--- src/rtl/btn_cond_pkg.sv ---
// Shared edge-mode encodings and counter sizing helpers for the button conditioner.
// Pure definitions: no latency or backpressure of its own.
package btn_cond_pkg;

    localparam logic [1:0] EDGE_RISE = 2'b00;
    localparam logic [1:0] EDGE_FALL = 2'b01;
    localparam logic [1:0] EDGE_BOTH = 2'b10;
    localparam logic [1:0] EDGE_OFF  = 2'b11;

    // Bits needed for a counter that runs 0..n-1, never narrower than one bit.
    function automatic int cnt_width(input int n);
        return (n <= 2) ? 1 : $clog2(n);
    endfunction

    function automatic int max_int(input int a, input int b);
        return (a > b) ? a : b;
    endfunction

endpackage

--- src/rtl/btn_channel.sv ---
// One button: synchronizer, debounce, mode-selected edge strobe and auto-repeat.
// level_o and pulse_o move SYNC_STAGES+DEBOUNCE_CYCLES cycles after a stable input change; strobes are never stalled.
module btn_channel
    import btn_cond_pkg::*;
#(
    parameter int SYNC_STAGES     = 2,
    parameter int DEBOUNCE_CYCLES = 1_000_000,
    parameter int REPEAT_DELAY    = 50_000_000,
    parameter int REPEAT_RATE     = 10_000_000
) (
    input  logic       clk,
    input  logic       rst_n,
    input  logic       btn_i,
    input  logic [1:0] edge_mode_i,
    input  logic       repeat_en_i,
    output logic       pulse_o,
    output logic       level_o
);

    localparam int CW = cnt_width(DEBOUNCE_CYCLES);
    localparam int RW = cnt_width(max_int(REPEAT_DELAY, REPEAT_RATE));

    localparam logic [CW-1:0] DB_LAST = CW'(DEBOUNCE_CYCLES - 1);
    localparam logic [RW-1:0] RD_LAST = RW'(REPEAT_DELAY - 1);
    localparam logic [RW-1:0] RR_LAST = RW'(REPEAT_RATE - 1);

    logic [SYNC_STAGES-1:0] sync_q;
    logic [CW-1:0]          cnt_q, cnt_d;
    logic [RW-1:0]          rcnt_q, rcnt_d;
    logic                   level_q, level_d;
    logic                   pulse_q, pulse_d;
    logic                   phase_q, phase_d;

    logic s;
    logic settle;
    logic rise, fall;
    logic rise_en, fall_en;
    logic rep_run, rep_hit;

    assign s       = sync_q[SYNC_STAGES-1];
    assign rise_en = (edge_mode_i == EDGE_RISE) || (edge_mode_i == EDGE_BOTH);
    assign fall_en = (edge_mode_i == EDGE_FALL) || (edge_mode_i == EDGE_BOTH);

    always_comb begin
        settle  = (s != level_q) && (cnt_q == DB_LAST);
        rise    = settle && s;
        fall    = settle && !s;
        level_d = settle ? s : level_q;
        cnt_d   = ((s == level_q) || settle) ? '0 : cnt_q + CW'(1);

        // phase_q selects the first-tick delay versus the steady repeat period;
        // reloading to zero on every tick keeps the spacing exact.
        rep_run = level_q && repeat_en_i && rise_en;
        rep_hit = rep_run && (rcnt_q == (phase_q ? RR_LAST : RD_LAST));
        rcnt_d  = rcnt_q + RW'(1);
        phase_d = phase_q;
        if (!rep_run) begin
            rcnt_d  = '0;
            phase_d = 1'b0;
        end else if (rep_hit) begin
            rcnt_d  = '0;
            phase_d = 1'b1;
        end

        // A tick coinciding with a fall is dropped; in both-edge mode the fall itself still strobes.
        pulse_d = (rise && rise_en) || (fall && fall_en) || (rep_hit && !fall);
    end

    always_ff @(posedge clk or negedge rst_n) begin
        if (!rst_n) begin
            sync_q  <= '0;
            cnt_q   <= '0;
            rcnt_q  <= '0;
            level_q <= 1'b0;
            pulse_q <= 1'b0;
            phase_q <= 1'b0;
        end else begin
            sync_q  <= {sync_q[SYNC_STAGES-2:0], btn_i};
            cnt_q   <= cnt_d;
            rcnt_q  <= rcnt_d;
            level_q <= level_d;
            pulse_q <= pulse_d;
            phase_q <= phase_d;
        end
    end

    assign level_o = level_q;
    assign pulse_o = pulse_q;

endmodule

--- src/rtl/btn_edge_conditioner.sv ---
// Multi-channel push-button front end: per-channel sync, debounce, edge strobe and auto-repeat.
// Outputs lag a stable press by SYNC_STAGES+DEBOUNCE_CYCLES cycles; strobes are one-cycle and never stalled.
module btn_edge_conditioner
    import btn_cond_pkg::*;
#(
    parameter int CHANNELS        = 5,
    parameter int SYNC_STAGES     = 2,
    parameter int DEBOUNCE_CYCLES = 1_000_000,
    parameter int REPEAT_DELAY    = 50_000_000,
    parameter int REPEAT_RATE     = 10_000_000
) (
    input  logic                clk,
    input  logic                rst_n,
    input  logic [CHANNELS-1:0] btn_in,
    input  logic [1:0]          edge_mode,
    input  logic                repeat_en,
    output logic [CHANNELS-1:0] pulse_out,
    output logic [CHANNELS-1:0] level_out
);

    if (CHANNELS < 1) begin : g_bad_channels
        $error("btn_edge_conditioner: CHANNELS must be at least 1");
    end
    if (SYNC_STAGES < 2) begin : g_bad_sync
        $error("btn_edge_conditioner: SYNC_STAGES must be at least 2");
    end
    if (DEBOUNCE_CYCLES < 1) begin : g_bad_debounce
        $error("btn_edge_conditioner: DEBOUNCE_CYCLES must be at least 1");
    end
    if (REPEAT_DELAY < 1) begin : g_bad_delay
        $error("btn_edge_conditioner: REPEAT_DELAY must be at least 1");
    end
    if (REPEAT_RATE < 1) begin : g_bad_rate
        $error("btn_edge_conditioner: REPEAT_RATE must be at least 1");
    end

    for (genvar i = 0; i < CHANNELS; i++) begin : g_ch
        btn_channel #(
            .SYNC_STAGES     (SYNC_STAGES),
            .DEBOUNCE_CYCLES (DEBOUNCE_CYCLES),
            .REPEAT_DELAY    (REPEAT_DELAY),
            .REPEAT_RATE     (REPEAT_RATE)
        ) u_ch (
            .clk         (clk),
            .rst_n       (rst_n),
            .btn_i       (btn_in[i]),
            .edge_mode_i (edge_mode),
            .repeat_en_i (repeat_en),
            .pulse_o     (pulse_out[i]),
            .level_o     (level_out[i])
        );
    end

endmodule
--- config.mk ---
export PLATFORM = sky130hd
export DESIGN_NAME = btn_edge_conditioner
export DESIGN_NICKNAME = d
export VERILOG_FILES = /design/src/rtl/btn_cond_pkg.sv /design/src/rtl/btn_channel.sv /design/src/rtl/btn_edge_conditioner.sv
export SDC_FILE = /design/constraint.sdc
export NUM_CORES = 1
export LEC_CHECK = 0
export BUFFER_PORTS_ARGS = -buffer_cell sky130_fd_sc_hd__buf_2
export CORE_MARGIN = 2
export CORE_UTILIZATION = 55
export CTS_BUF_LIST = sky130_fd_sc_hd__clkbuf_2
export DETAILED_ROUTE_END_ITERATION = 16
export PLACE_DENSITY_LB_ADDON = 0.05
export SETUP_SLACK_MARGIN = 0.4
export SLEW_MARGIN = 15
export SYNTH_ARGS = -nofsm -noshare
export SYNTH_HDL_FRONTEND = slang
export SYNTH_SLANG_ARGS = --single-unit
--- constraint.sdc ---
create_clock -name clk -period 2 [get_ports clk]
set_input_delay 0.4 -clock clk [delete_from_list [all_inputs] [get_ports clk]]
set_output_delay 0.4 -clock clk [all_outputs]
set_load 0.02 [all_outputs]
Word level (Yosys, flattened, before mapping)

Index checks and enable logic that the tools add are counted.

Flip-flop bits (word level): 255
Output and inout port bits: 10

Add/subtract/negate cells: 10
Eq/ne operators: 27
Muxes and demuxes: 30
Reductions and logical operators: 73

Operator list:

| kind                    | count |
|---|---|
| $mux W26                | 15 |
| $add A26 B1 Y26 const B | 5 |
| $eq A26 B26 Y1          | 5 |
| $add A20 B1 Y20 const B | 5 |
| $eq A20 B20 Y1 const B  | 5 |
| $mux W20                | 5 |
| $logic_and A1 B1 Y1     | 45 |
| $logic_or A1 B1 Y1      | 17 |
| $logic_not A1 Y1        | 10 |
| $mux W1                 | 10 |
| $ne A2 B2 Y1 const B    | 5 |
| $eq A1 B1 Y1            | 5 |
| $ne A1 B1 Y1            | 5 |
| $eq A2 B1 Y1 const B    | 1 |
| $eq A2 B2 Y1 const B    | 1 |
| $logic_not A2 Y1        | 1 |

Longest topological paths before layout

Word-level depth: 6
Depth in mapped cells: 10

Hierarchy

Synthesis repeated with hierarchy kept, for this count alone.

Cells, all modules: 1,335
Area total of the unflattened synthesis: 13,525.5 sq um

By module, submodules not included:

| module      | times used | cells an instance | area an instance (sq um) | seq. area each (sq um) |
|---|---|---|---|---|
| btn_channel | 5          | 267               | 2,705.1                  | 1,276.2 |

Least setup slack after synthesis

Ideal clock, no wire load.

Kind: register to register
Start point: register g_ch[3].u_ch.rcnt_q[22]
End point: register g_ch[3].u_ch.rcnt_q[24]
Data arrival time: 1.826 ns
Required time: 1.881 ns
Setup slack: 0.056 ns
Stages on the path, launching flop included: 8
Period minus slack after synthesis: 1.944 ns
Path through: dfrtp_1 > or4b_2 > nor3_1 > o2111a_1 > nand2b_1 > buf_6 > buf_8 > nor2_1

Word-level cells in the longest chain between the ends: 4

RTL lines:

| item                                                                    | RTL line          | RTL |
|---|---|---|
| from (decl)                                                             | btn_channel.sv:29 | `logic [RW-1:0] rcnt_q, rcnt_d;` |
| from (signal assigned)                                                  | btn_channel.sv:80 | `rcnt_q <= rcnt_d;` |
| parallel branches: the longest is 2 deep, another holds $add A26 B1 Y26 | -                 |  |
| $mux W26 (*)                                                            | btn_channel.sv:60 | `end else if (rep_hit) begin` |
| $mux W26 (*)                                                            | btn_channel.sv:57 | `if (!rep_run) begin` |
| via g_ch[3].u_ch.rcnt_d[24]                                             | btn_channel.sv:29 |  |

Mark *: on every way through the listed nets, which the timed path passes.
A chain may end at the register's enable or synchronous reset.

Final worst setup path

Start point: register g_ch[4].u_ch.rcnt_q[24]
End point: register g_ch[4].u_ch.rcnt_q[15]

Word-level cells in the longest chain between the ends: 4

RTL lines:

| item                        | RTL line          | RTL |
|---|---|---|
| from (decl)                 | btn_channel.sv:29 |  |
| from (signal assigned)      | btn_channel.sv:80 |  |
| $eq A26 B26 Y1              | btn_channel.sv:54 | `rep_hit = rep_run && (rcnt_q == (phase_q ? RR_LAST : RD_LAST));` |
| $logic_and A1 B1 Y1         | btn_channel.sv:54 |  |
| $mux W26                    | btn_channel.sv:60 |  |
| $mux W26                    | btn_channel.sv:57 |  |
| via g_ch[4].u_ch.rcnt_d[15] | btn_channel.sv:29 |  |

The timed path passes the listed nets, and every way through them passes these cells.

==> metrics.yaml <==
route:
  vias_per_cell: 5.37
  first_pass_iters: 4
  drt_iter0_drc: 481
  totalWireLength_um: 28400
  final_antenna_net_count: 0
  drc: 0
  wl_per_cell_um: 15.5
  num_vias: 9842
min_path:
  hold_class: "in2async"
critical_path:
  arrival_ns: 2.65
  crit_path_max_fanout: 5
  worstSetupPathType: "reg2reg"
  crit_required_ns: 2.66
  critPathCaptureType: "flip-flop"
  startpoint_type: "flip-flop"
yosys:
  syn_area_sq_um: 12500
  syn_area_per_cell_sq_um: 9.68
  ys_seq_area_frac: 0.512
  async_flop_share: 1.00
  synth_top_flop_cell: "dfrtp_1"
  synth_cell_types: 53
  ys_seq_elements: 255
  syn_inst: 1288
  synth-edff-count: 0
  yosysWarnings: 0
  syn_nets: 1310
timing:
  rsz0062_at_grt: "yes"
  hold_viol_final: 0
  min_period_ns: 1.99
  relSlewSlack: 0.485
  worst_slew_pin_slew_ns: 0.771
  fmax_mhz: 503
  fin_crit_sh: 0.994
  final_max_slew_viol_count: 0
  setup_viol: 0
  fin_worst_skew_ns: 0.0666
  hold_slack_ns: 0.172
global_route:
  grt_max_degree: 55
  grt_pass1_wl_um: 45200
  grt_overflow: 0
  grt_pass1_vias: 9448
  antenna_found_initial: 1
  gr-usage-all-layers: 0.229
floorplanning:
  num_rows: 55
  die_area_sq_um: 23900
  core_area_sq_um: 22400
  io_pins: 20
  start_util: 0.556
  fp.dieW_um: 155
  chipHeight_um: 155
final_layout:
  nNetsFinal: 1521
  fill_cells: 1627
  final_common_cell: "dfrtp_1"
  final_area_sq_um: 16500
  drive_gt1_frac: 0.358
  most-common-layout-cells: "dfrtp_1 (234), nor2_1 (156), xnor2_1 (106), buf_4 (106), clkbuf_2 (105)"
  areaGrowthSynthToFinish_pct: 32.0
power:
  ir_worst_vdd_uv: 371
  power_uw: 9340
  power_density_nw_per_um2: 568
  p_leak_uw: 0.00657
place:
  place_congestion: 0.820
  io_buffers: 19
  place_area_sq_um: 13300
  dp_hpwl_um: 15800
clock_tree:
  htree_levels: 3
  clk_latency_ns: 0.83
  cts_root_buf: "clkbuf_2"
  cts_tree: "yes"
  numCtsBuffers: 69
  cts.path.max_buffers: 3
  clkTransAtPathRegs_ns: 0.11
  clock-sinks: 255
job:
  max_cap_viol_count: 0
run_status:
  status: "completed"
cell families (layout without fill, tap and decap cells):
family / count (synthesis) / count (layout) / share of synthesized area
flops: 255 / 255 / 0.512
simple gates: 686 / 693 / 0.270
xor+xnor: 210 / 210 / 0.148
other cells: 0 / 1 / 0
mux: 1 / 1 / 0.000903
fa+ha+maj: 12 / 12 / 0.0120
compound gates: 39 / 39 / 0.0224
buf+inv: 85 / 336 / 0.0353
per-layer routing:
metal	global-route usage	share of wire	vias to the layer above
li1	-	-	4804
met1	0.324	0.46	4838
met2	0.348	0.48	143
met3	0.0471	0.032	57
met4	0.0899	0.026	0
met5	0	0	-
worst paths after layout:
check | from | endpoint | slack (ns) | cells past startpoint
worst max-delay path | g_ch[4].u_ch.rcnt_q[24] | g_ch[4].u_ch.rcnt_q[15] | 0.01 | 7
worst min-delay path | rst_n | g_ch[2].u_ch.rcnt_q[12] | 0.17 | 3
worst max register to register | g_ch[4].u_ch.rcnt_q[24] | g_ch[4].u_ch.rcnt_q[15] | 0.01 | 7
worst min register to register | g_ch[2].u_ch.sync_q[0] | g_ch[2].u_ch.sync_q[1] | 0.36 | 0
max in group asynchronous | rst_n | g_ch[2].u_ch.cnt_q[12] | 0.59 | 3
min in group clk | btn_in[0] | g_ch[0].u_ch.sync_q[0] | 0.21 | 2
layout make-up:
type                            count  area (sq um)  share of cell area
Multi-Input combinational cell    955          7150               0.434
Inverter                           40           150             0.00913
Antenna cell                        1          2.50            0.000152
Timing Repair Buffer              178          1760               0.107
Clock buffer                      105           526              0.0319
Sequential cell                   255          6410               0.389
Clock inverter                     13           101             0.00616
Tap cell                          285           357              0.0217
stage by stage:
| stage | setup TNS [ns] | utilization | std cells | worst slack, ns |
|---|---|---|---|---|
| finish | 0 | 0.733 | 1832 | 0.0128 |
| global route | -0.679 | 0.733 | 1832 | -0.0456 |
| CTS | 0 | 0.663 | 1787 | 0.0683 |
| detailed placement | 0 | 0.592 | 1603 | 0.0319 |
| global placement | 0 | 0.592 | 1603 | 0.0612 |
| floorplan | 0 | - | 1288 | 0.133 |
where the power goes:
part           internal [uW]  leakage (uW)  switching (uW)  total [uW]
sequential              5190       0.00349            42.3        5230
clock                   1630      0.000484            2100        3730
combinational            157       0.00259             232         389
flip-flops by register name, summed over array words and instances, names as in the netlist:
signal             cells
g_ch.u_ch.pulse_o      5
g_ch.u_ch.rcnt_q     130
g_ch.u_ch.sync_q      10
g_ch.u_ch.level_o      5
g_ch.u_ch.phase_q      5
g_ch.u_ch.cnt_q      100
worst max-delay path, cell delays in order, from the launching register on:
cell	delay [ns]
dfrtp_1	0.41
or4_4	0.54
nor3_2	0.22
o2111a_2	0.26
or2_4	0.16
buf_6	0.12
clkbuf_16	0.13
nor2_1	0.03
synthesized netlist by cell type, drive strengths merged (16+ instances only):
cell | number | area share
nor2 | 285 | 0.086
dfrtp | 255 | 0.51
xnor2 | 107 | 0.075
xor2 | 103 | 0.072
nand3 | 102 | 0.041
nand2 | 75 | 0.023
nand4 | 44 | 0.022
nor3 | 42 | 0.017
inv | 40 | 0.012
buf | 29 | 0.018
and3 | 26 | 0.013
nor4 | 26 | 0.014
and4 | 17 | 0.012
clkbuf | 16 | 0.0048
timing repair:
| item | in CTS | in global routing |
|---|---|---|
| pin swaps | 44 | 66 |
| hold buffers | 9 | 0 |
| setup buffers | 46 | 33 |
| setup endpoints to repair | 243 | 221 |
| resized for setup | 115 | 287 |
| hold endpoints to repair | 261 | 0 |
| gates cloned | 11 | 11 |
(Power assumes the default switching activity.)
